==> config.mk <==
export PLATFORM = sky130hd
export DESIGN_NAME = fu_issue_sched
export DESIGN_NICKNAME = d
export VERILOG_FILES = /design/src/rtl/fu_issue_sched.sv
export SDC_FILE = /design/constraint.sdc
export NUM_CORES = 1
export LEC_CHECK = 0
export ABC_AREA = 0
export BUFFER_PORTS_ARGS = -buffer_cell sky130_fd_sc_hd__buf_4
export CAP_MARGIN = 0
export CORE_AREA = 4 4 41 43
export DETAILED_ROUTE_END_ITERATION = 8
export DIE_AREA = 0 0 45 47
export PLACE_DENSITY = 0.67
export SYNTH_ARGS = -nofsm -noshare
export SYNTH_HDL_FRONTEND = slang
export SYNTH_SLANG_ARGS = --single-unit
==> constraint.sdc <==
create_clock -name clk -period 6.2 [get_ports clk]
set_clock_uncertainty 0.15 [all_clocks]
set_input_delay 1.24 -clock clk [delete_from_list [all_inputs] [get_ports clk]]
set_output_delay 1.24 -clock clk [all_outputs]
set_load 0.05 [all_outputs]
==> src/rtl/fu_issue_sched.sv <==
// Purpose : issue scheduler sharing the ALU, memory and multiplier units across NUM_RS RS banks.
// Latency : grants are combinational from rdy inputs and current state (same-cycle issue).
// Backpr. : a busy unit, cdb_stall or flush withholds grants; banks simply re-request next cycle.
//
// Ports   : clk/reset (async, active-low); rs_{alu,mem,mult}_rdy per-bank requests;
//           cdb_stall, mem_done, flush status; ALU_free/mem_free/mult_free one-hot-or-zero
//           grants; mult_busy and mem_state expose unit occupancy.
// Option  : define FU_SCHED_PERF_EN to add saturating 16-bit grant and stall counters.
module fu_issue_sched #(
  parameter int NUM_RS   = 2,
  parameter int MULT_LAT = 4,
  parameter int PTR_W    = (NUM_RS > 1) ? $clog2(NUM_RS) : 1
) (
  input  logic              clk,
  input  logic              reset,
  input  logic [NUM_RS-1:0] rs_alu_rdy,
  input  logic [NUM_RS-1:0] rs_mem_rdy,
  input  logic [NUM_RS-1:0] rs_mult_rdy,
  input  logic              cdb_stall,
  input  logic              mem_done,
  input  logic              flush,
  output logic [NUM_RS-1:0] ALU_free,
  output logic [NUM_RS-1:0] mem_free,
  output logic [NUM_RS-1:0] mult_free,
  output logic              mult_busy,
  output logic [1:0]        mem_state
`ifdef FU_SCHED_PERF_EN
  ,
  output logic [15:0]       alu_grant_cnt,
  output logic [15:0]       mem_grant_cnt,
  output logic [15:0]       mult_grant_cnt,
  output logic [15:0]       stall_cnt
`endif
);

  localparam int CNT_W = (MULT_LAT > 1) ? $clog2(MULT_LAT) : 1;

  typedef enum logic [1:0] {
    MEM_IDLE  = 2'd0,
    MEM_BUSY  = 2'd1,
    MEM_DRAIN = 2'd2,
    MEM_BAD   = 2'd3
  } mem_st_e;

  mem_st_e          mem_st_q, mem_st_d;
  logic [CNT_W-1:0] mult_cnt_q, mult_cnt_d;
  logic [PTR_W-1:0] ptr_mult_q, ptr_mult_d;
  logic [PTR_W-1:0] ptr_mem_q, ptr_mem_d;
  logic [PTR_W-1:0] ptr_alu_q, ptr_alu_d;

  logic              mult_avail, mem_avail, alu_avail;
  logic              mult_hit, mem_hit, alu_hit;
  logic [PTR_W-1:0]  mult_win, mem_win, alu_win;
  logic [NUM_RS-1:0] mult_gnt, mem_gnt, alu_gnt;

  // Round-robin search from ptr upward; returns {found, winner}.
  function automatic logic [PTR_W:0] rr_pick(input logic [NUM_RS-1:0] req,
                                             input logic [PTR_W-1:0]  ptr);
    logic             found;
    logic [PTR_W-1:0] win;
    logic [PTR_W-1:0] sel;
    found = 1'b0;
    win   = '0;
    for (int i = 0; i < NUM_RS; i++) begin
      sel = PTR_W'((int'(ptr) + i) % NUM_RS);
      if (!found && req[sel]) begin
        found = 1'b1;
        win   = sel;
      end
    end
    return {found, win};
  endfunction

  function automatic logic [PTR_W-1:0] ptr_next(input logic [PTR_W-1:0] w);
    return PTR_W'((int'(w) + 1) % NUM_RS);
  endfunction

  // Grant path. Including reset in each avail term forces all grants low
  // while reset is held, whatever the rdy inputs say.
  always_comb begin
    mult_avail = reset && !flush && (mult_cnt_q == '0);
    // A BUSY unit that completes this cycle can accept the next op at once.
    mem_avail  = reset && !flush &&
                 ((mem_st_q == MEM_IDLE) || ((mem_st_q == MEM_BUSY) && mem_done));
    alu_avail  = reset && !flush && !cdb_stall;

    // Class priority mult > mem > ALU: earlier winners are masked out of later classes.
    {mult_hit, mult_win} = rr_pick(mult_avail ? rs_mult_rdy : {NUM_RS{1'b0}}, ptr_mult_q);
    mult_gnt = mult_hit ? (NUM_RS'(1) << mult_win) : {NUM_RS{1'b0}};

    {mem_hit, mem_win} = rr_pick(mem_avail ? (rs_mem_rdy & ~mult_gnt) : {NUM_RS{1'b0}},
                                 ptr_mem_q);
    mem_gnt = mem_hit ? (NUM_RS'(1) << mem_win) : {NUM_RS{1'b0}};

    {alu_hit, alu_win} = rr_pick(alu_avail ? (rs_alu_rdy & ~mult_gnt & ~mem_gnt)
                                           : {NUM_RS{1'b0}}, ptr_alu_q);
    alu_gnt = alu_hit ? (NUM_RS'(1) << alu_win) : {NUM_RS{1'b0}};

    ptr_mult_d = mult_hit ? ptr_next(mult_win) : ptr_mult_q;
    ptr_mem_d  = mem_hit  ? ptr_next(mem_win)  : ptr_mem_q;
    ptr_alu_d  = alu_hit  ? ptr_next(alu_win)  : ptr_alu_q;

    // Flush does not clear the countdown: the multiplier is physically occupied.
    mult_cnt_d = mult_cnt_q;
    if (mult_hit)
      mult_cnt_d = CNT_W'(MULT_LAT - 1);
    else if (mult_cnt_q != '0)
      mult_cnt_d = mult_cnt_q - CNT_W'(1);
  end

  // Memory occupancy FSM next-state.
  always_comb begin
    mem_st_d = mem_st_q;
    case (mem_st_q)
      MEM_IDLE:  if (mem_hit) mem_st_d = MEM_BUSY;
      MEM_BUSY: begin
        if (flush)         mem_st_d = mem_done ? MEM_IDLE : MEM_DRAIN;
        else if (mem_done) mem_st_d = mem_hit  ? MEM_BUSY : MEM_IDLE;
      end
      MEM_DRAIN: if (mem_done) mem_st_d = MEM_IDLE;
      default:   mem_st_d = MEM_IDLE;
    endcase
  end

  always_ff @(posedge clk or negedge reset) begin
    if (!reset) begin
      mem_st_q   <= MEM_IDLE;
      mult_cnt_q <= '0;
      ptr_mult_q <= '0;
      ptr_mem_q  <= '0;
      ptr_alu_q  <= '0;
    end else begin
      mem_st_q   <= mem_st_d;
      mult_cnt_q <= mult_cnt_d;
      ptr_mult_q <= ptr_mult_d;
      ptr_mem_q  <= ptr_mem_d;
      ptr_alu_q  <= ptr_alu_d;
    end
  end

  assign mult_free = mult_gnt;
  assign mem_free  = mem_gnt;
  assign ALU_free  = alu_gnt;
  assign mult_busy = (mult_cnt_q != '0);
  assign mem_state = mem_st_q;

`ifdef FU_SCHED_PERF_EN
  logic [15:0] alu_pc_q, alu_pc_d, mem_pc_q, mem_pc_d;
  logic [15:0] mult_pc_q, mult_pc_d, stall_pc_q, stall_pc_d;
  logic        any_rdy;

  function automatic logic [15:0] sat_inc(input logic [15:0] v, input logic en);
    return (en && (v != 16'hFFFF)) ? v + 16'd1 : v;
  endfunction

  always_comb begin
    any_rdy    = |{rs_alu_rdy, rs_mem_rdy, rs_mult_rdy};
    alu_pc_d   = sat_inc(alu_pc_q, alu_hit);
    mem_pc_d   = sat_inc(mem_pc_q, mem_hit);
    mult_pc_d  = sat_inc(mult_pc_q, mult_hit);
    stall_pc_d = sat_inc(stall_pc_q, any_rdy && !(alu_hit || mem_hit || mult_hit));
  end

  always_ff @(posedge clk or negedge reset) begin
    if (!reset) begin
      alu_pc_q   <= '0;
      mem_pc_q   <= '0;
      mult_pc_q  <= '0;
      stall_pc_q <= '0;
    end else begin
      alu_pc_q   <= alu_pc_d;
      mem_pc_q   <= mem_pc_d;
      mult_pc_q  <= mult_pc_d;
      stall_pc_q <= stall_pc_d;
    end
  end

  assign alu_grant_cnt  = alu_pc_q;
  assign mem_grant_cnt  = mem_pc_q;
  assign mult_grant_cnt = mult_pc_q;
  assign stall_cnt      = stall_pc_q;
`endif

endmodule
==> results of run 1 <==
[cells in the final DEF, fill, tap and decap left out, types with 2 or more instances in the layout]
| master | instances |
|---|---|
| a22oi_1 | 2 |
| clkbuf_4 | 3 |
| inv_1 | 7 |
| nand3_1 | 4 |
| and2_1 | 2 |
| nand2_1 | 7 |
| nand2b_1 | 2 |
| o21ai_1 | 3 |
| a31oi_1 | 2 |
| buf_4 | 19 |
| dfrtp_1 | 7 |
| a21oi_1 | 5 |
[worst max-delay path by stage]
stage                        to  slack, ns  start
floorplan           ALU_free[1]       1.99  flush
global placement    ALU_free[1]       2.26  flush
detailed placement  ALU_free[1]       2.25  flush
CTS                 ALU_free[1]       2.24  flush
global route        ALU_free[1]       2.18  flush
finish              ALU_free[1]       2.25  flush
[metal layers]
layer / track usage (%) / vias to the layer above
met1: 14.8 / 243
li1: - / 261
met2: 22.0 / 13
met4: 5.26 / 0
met5: 0 / -
met3: 6.51 / 4
[cells in the mapped netlist, drive strengths merged]
master   count
clkinv       1
or3          1
o2111ai      1
dfrtp        7
nor2         1
nand2        7
and2         2
inv          7
o22ai        1
o21ai        4
nor3         1
nor2b        2
a21oi        5
buf          1
nor3b        1
xor2         1
a311oi       1
mux2         1
and3b        1
nand2b       3
o211ai       1
a22oi        2
a31oi        2
or4b         1
ha           1
nand3        5
[report_power, final]
group	total, mW	switching [mW]	internal, mW
combinational	0.113	0.0683	0.0450
sequential	0.0754	0.0122	0.0632
clock	0.0412	0.0166	0.0245
total	0.230	0.0971	0.133
[area by class of cell]
cell class,count,area share [%]
repair buffers,19,20.1
well taps,15,2.65
inverters,8,4.23
clock buffers,4,3.70
multi-input cells,45,44.6
flip-flops and latches,7,24.7
[registers in the layout, summed over array words and instances, names as in the netlist]
| name | count |
|---|---|
| ptr_mult_q | 1 |
| mult_cnt_q | 2 |
| ptr_alu_q | 1 |
| ptr_mem_q | 1 |
| mem_state | 2 |
[metrics by stage]
stage | hold WS [ns] | instances
global route | 0.382 | 98
CTS | 0.359 | 98
global placement | 0.347 | 94
detailed placement | 0.352 | 94
floorplan | 0.322 | 61
finish | 0.352 | 98
[kinds of logic (layout without fill, tap and decap cells)]
kind of cell               count (synthesis)  count (layout)  share of synthesized area (%)
muxes                                      1               1                           2.13
and+or+nand+nor                           25              25                           31.7
xor gates and xnor gates                   1               1                           1.66
AOI/OAI and AO/OA                         17              17                           22.0
DFF                                        7               7                           33.1
buffers and inverters                      9              31                           7.09
adders and majority gates                  1               1                           2.36
==> results.py, run 1 <==
metrics = {
    "sta": {
        "rsz0062_at_grt": "false",
        "worst_pin_slew_ns": 0.342,
        "timing_hold_violations_final": 0,
        "post-route-period-util_pct": 63.8,
        "fmax_mhz": 253,
        "maxSlewHeadroom_pct": 77.0,
        "finalCriticalPeriod_ns": 3.95,
        "finalWorstSetupSlack_ns": 2.25,
        "setup_viol_count_final": 0,
        "slew_viol_final": 0,
        "tns_ns": 0,
    },
    "grt": {
        "grt_max_degree": 11,
        "grt_pass1_vias": 465,
        "grt_overflow": 0,
        "antenna_found_initial": 0,
        "grt_pass1_wl_mm": 1.97,
        "track_usage_pct": 13.3,
    },
    "clocking": {
        "cts_buffers": 3,
        "postCtsHoldBufs": 0,
        "clkTransAtPathRegs_ns": 0.05,
        "cts_setup_buffers": 0,
        "htreeDepth": 1,
        "clk_latency_ns": 0.25,
        "clockBufferDepth": 2,
        "cts_tree": "done",
        "post_cts_resized": 0,
        "cts_sinks": 7,
        "root_buffer": "clkbuf_4",
    },
    "critical_path": {
        "cp.depth": 6,
        "crit_slowest_cell": "or4b_4",
        "crit_chain": "buf_4, nand2b_4, or4b_4, o2111ai_2, and2_1, buf_4",
        "cpMostUsedCell": "buf_4",
        "worst_setup_path_end_kind": "output pin",
        "critical_path_class": "in2out",
        "path_max_fanout": 5,
        "r2r_slack_ns": 4.38,
        "cp-start-kind": "input pin",
        "r2r_end": "mem_state[0]$_DFFE_PN0P_",
        "path_buf_inv": 2,
        "crit_family": "simple AND/OR/NAND/NOR gates",
        "worstPathArrival_ns": 2.56,
        "regToRegStartpoint": "mult_cnt_q[0]$_DFFE_PN0P_",
        "max_stage_delay_ns": 0.51,
        "required_ns": 4.81,
        "ff2ff_path_depth": 6,
    },
    "power": {
        "powerDensity_nw_per_um2": 324,
        "power.total_uw": 230,
        "p_leak_nw": 0.343,
        "peakVddDrop_mv": 0.192,
    },
    "finish": {
        "drive_gt1_share_pct": 34.9,
        "design_area_um2": 709,
        "multi_input_area_um2": 317,
        "diodes": 0,
        "nets": 96,
        "syn_to_final_growth_pct": 34.0,
        "seq_area_um2": 175,
        "fillers": 124,
        "final_util_pct": 54.5,
    },
    "worst_hold_path": {
        "hold_class": "reg2reg",
        "worst_hold_path.num_cells": 1,
        "min_from": "ptr_mult_q$_DFFE_PN0P_",
        "whs_endpoint": "ptr_mult_q$_DFFE_PN0P_",
    },
    "synth": {
        "synth.top_cell.area_share_pct": 33.1,
        "ys_warn_count": 0,
        "synthesis.area_um2": 529,
        "synthesis.nets": 73,
        "yosysTopAreaCell": "dfrtp_1",
        "ys_types": 30,
        "ys_seq_area_share_pct": 33.1,
        "ys_seq_elements": 7,
        "syn_inst": 61,
        "synth_area_leaders": "dfrtp_1 33%, inv_1 5.0%, nand2_1 5.0%",
        "avgSynthCellArea_um2": 8.68,
    },
    "drt": {
        "avgViaCountPerCell": 5.32,
        "wl_met3_um": 89,
        "ant_nets": 0,
        "vias": 521,
        "dr_wl_met2_um": 578,
        "met1_length_um": 540,
        "drtIter0Drc": 9,
        "routed_wirelength_mm": 1.23,
        "top_layer": "met4",
        "drt_pass1_iterations": 3,
        "wire_per_inst_um": 12.5,
        "drc_errors": 0,
    },
    "outcome": {
        "outcome": "finished, final reports clean",
    },
    "placement": {
        "dpl.hpwl_mm": 1.04,
        "post_dp_cell_area_um2": 683,
        "place.port_buffers": 19,
        "pre_cts_ws_ns": 2.25,
        "gp_congestion": 0.808,
    },
    "floorplan": {
        "design.core.area_um2": 1300,
        "die_y_um": 47,
        "dieArea_um2": 2120,
        "io_pins": 20,
        "rows": 13,
        "start_util_pct": 40.7,
        "die_w_um": 45,
    },
    "flow_run": {
        "maxCapViolations": 0,
    },
}
Power figures use the tool's default switching activity.
==> run 2, diff against run 1 <==
PLACE_DENSITY = 0.69   (was 0.67)
clock period = 3.5 ns   (was 6.2 ns; I/O delays follow)
==> results.py, run 2 (synthesized netlist as in run 1, its figures left out) <==
metrics = {
    "sta": {
        "maxSlewHeadroom_pct": 75.6,
        "slew_viol_final": 0,
        "setup_viol_count_final": 0,
        "fmax_mhz": 346,
        "post-route-period-util_pct": 82.6,
        "tns_ns": 0,
        "timing_hold_violations_final": 0,
        "worst_pin_slew_ns": 0.364,
        "rsz0062_at_grt": "false",
        "finalCriticalPeriod_ns": 2.89,
        "whs_ns": 0.123,
    },
    "grt": {
        "track_usage_pct": 12.6,
        "antenna_found_initial": 0,
        "grt_pass1_vias": 484,
        "use_met3_pct": 4.60,
        "groute.layer.met1.usage_pct": 14.4,
        "grt_pass1_wl_mm": 1.95,
        "top_usage_layer": "met2",
        "grt_util_met2_pct": 21.5,
        "grt_overflow": 0,
        "grt_max_degree": 11,
    },
    "clocking": {
        "cts_tree": "done",
        "cts_sinks": 7,
        "postCtsHoldBufs": 0,
        "post_cts_resized": 0,
        "cts_setup_buffers": 0,
        "clockBufferDepth": 2,
        "htreeDepth": 1,
        "clkTransAtPathRegs_ns": 0.05,
        "clk_latency_ns": 0.25,
        "root_buffer": "clkbuf_4",
        "cts_buffers": 3,
    },
    "power": {
        "peakVddDrop_mv": 0.330,
        "p_clk_share_pct": 18.2,
        "p_comb_share_pct": 49.0,
        "power.share.switching_pct": 41.9,
        "p_int_uw": 234,
        "switchingPower_uw": 169,
        "p_leak_nw": 0.343,
        "powerDensity_nw_per_um2": 569,
        "pwr-share-seq_pct": 32.8,
    },
    "finish": {
        "fillers": 141,
        "design_area_um2": 709,
        "nets": 96,
        "diodes": 0,
        "fin_cells": 98,
        "final_cell_mix": "19 x buf_4, 7 x inv_1, 7 x nand2_1, 7 x dfrtp_1, 5 x a21oi_1",
        "syn_to_final_growth_pct": 34.0,
        "seq_area_um2": 175,
        "final_common_cell": "buf_4",
        "multi_input_area_um2": 317,
        "final_util_pct": 54.5,
        "drive_gt1_share_pct": 34.9,
    },
    "floorplan": {
        "design.core.area_um2": 1300,
        "die_w_um": 45,
        "start_util_pct": 40.7,
        "die_y_um": 47,
        "dieArea_um2": 2120,
        "io_pins": 20,
        "rows": 13,
    },
    "drt": {
        "routed_wirelength_mm": 1.22,
        "ant_nets": 0,
        "vias": 521,
        "avgViaCountPerCell": 5.32,
        "drtIter0Drc": 11,
        "drt_pass1_iterations": 2,
        "drc_errors": 0,
        "wire_per_inst_um": 12.4,
    },
    "critical_path": {
        "crit_family": "simple AND/OR/NAND/NOR gates",
        "worstPathArrival_ns": 2.04,
        "cp-start-kind": "input pin",
        "r2r_slack_ns": 1.65,
        "path_max_fanout": 5,
        "cpMostUsedCell": "buf_4",
        "max_stage_delay_ns": 0.52,
        "critical_path_class": "in2out",
        "worst_setup_path_end_kind": "output pin",
        "crit_chain": "buf_4, nand2b_4, or4b_4, o2111ai_2, and2_1, buf_4",
        "crit_slowest_cell": "or4b_4",
        "required_ns": 2.65,
        "path_buf_inv": 2,
    },
    "placement": {
        "post-place-cells": 94,
        "place.port_buffers": 19,
        "dpl.hpwl_um": 991,
        "post_dp_cell_area_um2": 683,
        "gp_congestion": 0.780,
    },
    "outcome": {
        "outcome": "finished, final reports clean",
    },
    "worst_hold_path": {
        "hold_class": "in2async",
    },
    "flow_run": {
        "maxCapViolations": 0,
    },
}
## run 2: cell counts in the layout (fill, tap and decap cells not counted)
Identical to the previous run, type by type.
## run 2: final timing paths
check | startpoint | end | cells past startpoint
worst max-delay path | flush | ALU_free[1] | 6
worst min-delay path | reset | ptr_mult_q$_DFFE_PN0P_ | 1
worst max register to register | mult_cnt_q[0]$_DFFE_PN0P_ | mem_state[0]$_DFFE_PN0P_ | 6
worst min register to register | ptr_mult_q$_DFFE_PN0P_ | ptr_mult_q$_DFFE_PN0P_ | 1
max in group asynchronous | reset | ptr_mem_q$_DFFE_PN0N_ | 1
min in group clk | ptr_mult_q$_DFFE_PN0P_ | ptr_mult_q$_DFFE_PN0P_ | 1
## run 2: layer usage
layer	wire length, µm	vias up
met3	107	2
met1	554	240
met2	548	18
met5	0	-
met4	10	0
li1	-	261
## run 2: final cells by class
type                            count  share of cell area, %
Clock buffer                        4                   3.70
Inverter                            8                   4.23
Timing Repair Buffer               19                   20.1
Sequential cell                     7                   24.7
Multi-Input combinational cell     45                   44.6
Tap cell                           15                   2.65
## run 2: worst register-to-register path: cells and delay by family, from the launching register on
family | cells | cell delay (ns)
simple gates | 2 | 0.58
flops | 1 | 0.38
compound gates | 2 | 0.35
fa+ha+maj | 1 | 0.22
buf+inv | 1 | 0.06
## run 2: power groups by stage
stage	clock network (mW)	logic, mW	registers [mW]
final	0.0735	0.198	0.132
after global routing	0.0831	0.217	0.136
after CTS	0.0762	0.200	0.132
after detailed placement	0	0.199	0.134
after global placement	0	0.194	0.133
after floorplan	0	0.143	0.136
## run 2: metrics by stage
step,total power [mW],setup WS (ns)
final,0.404,0.610
after global routing,0.436,0.498
after CTS,0.408,0.605
after detailed placement,0.333,0.608
after global placement,0.328,0.640
after floorplan,0.279,0.372
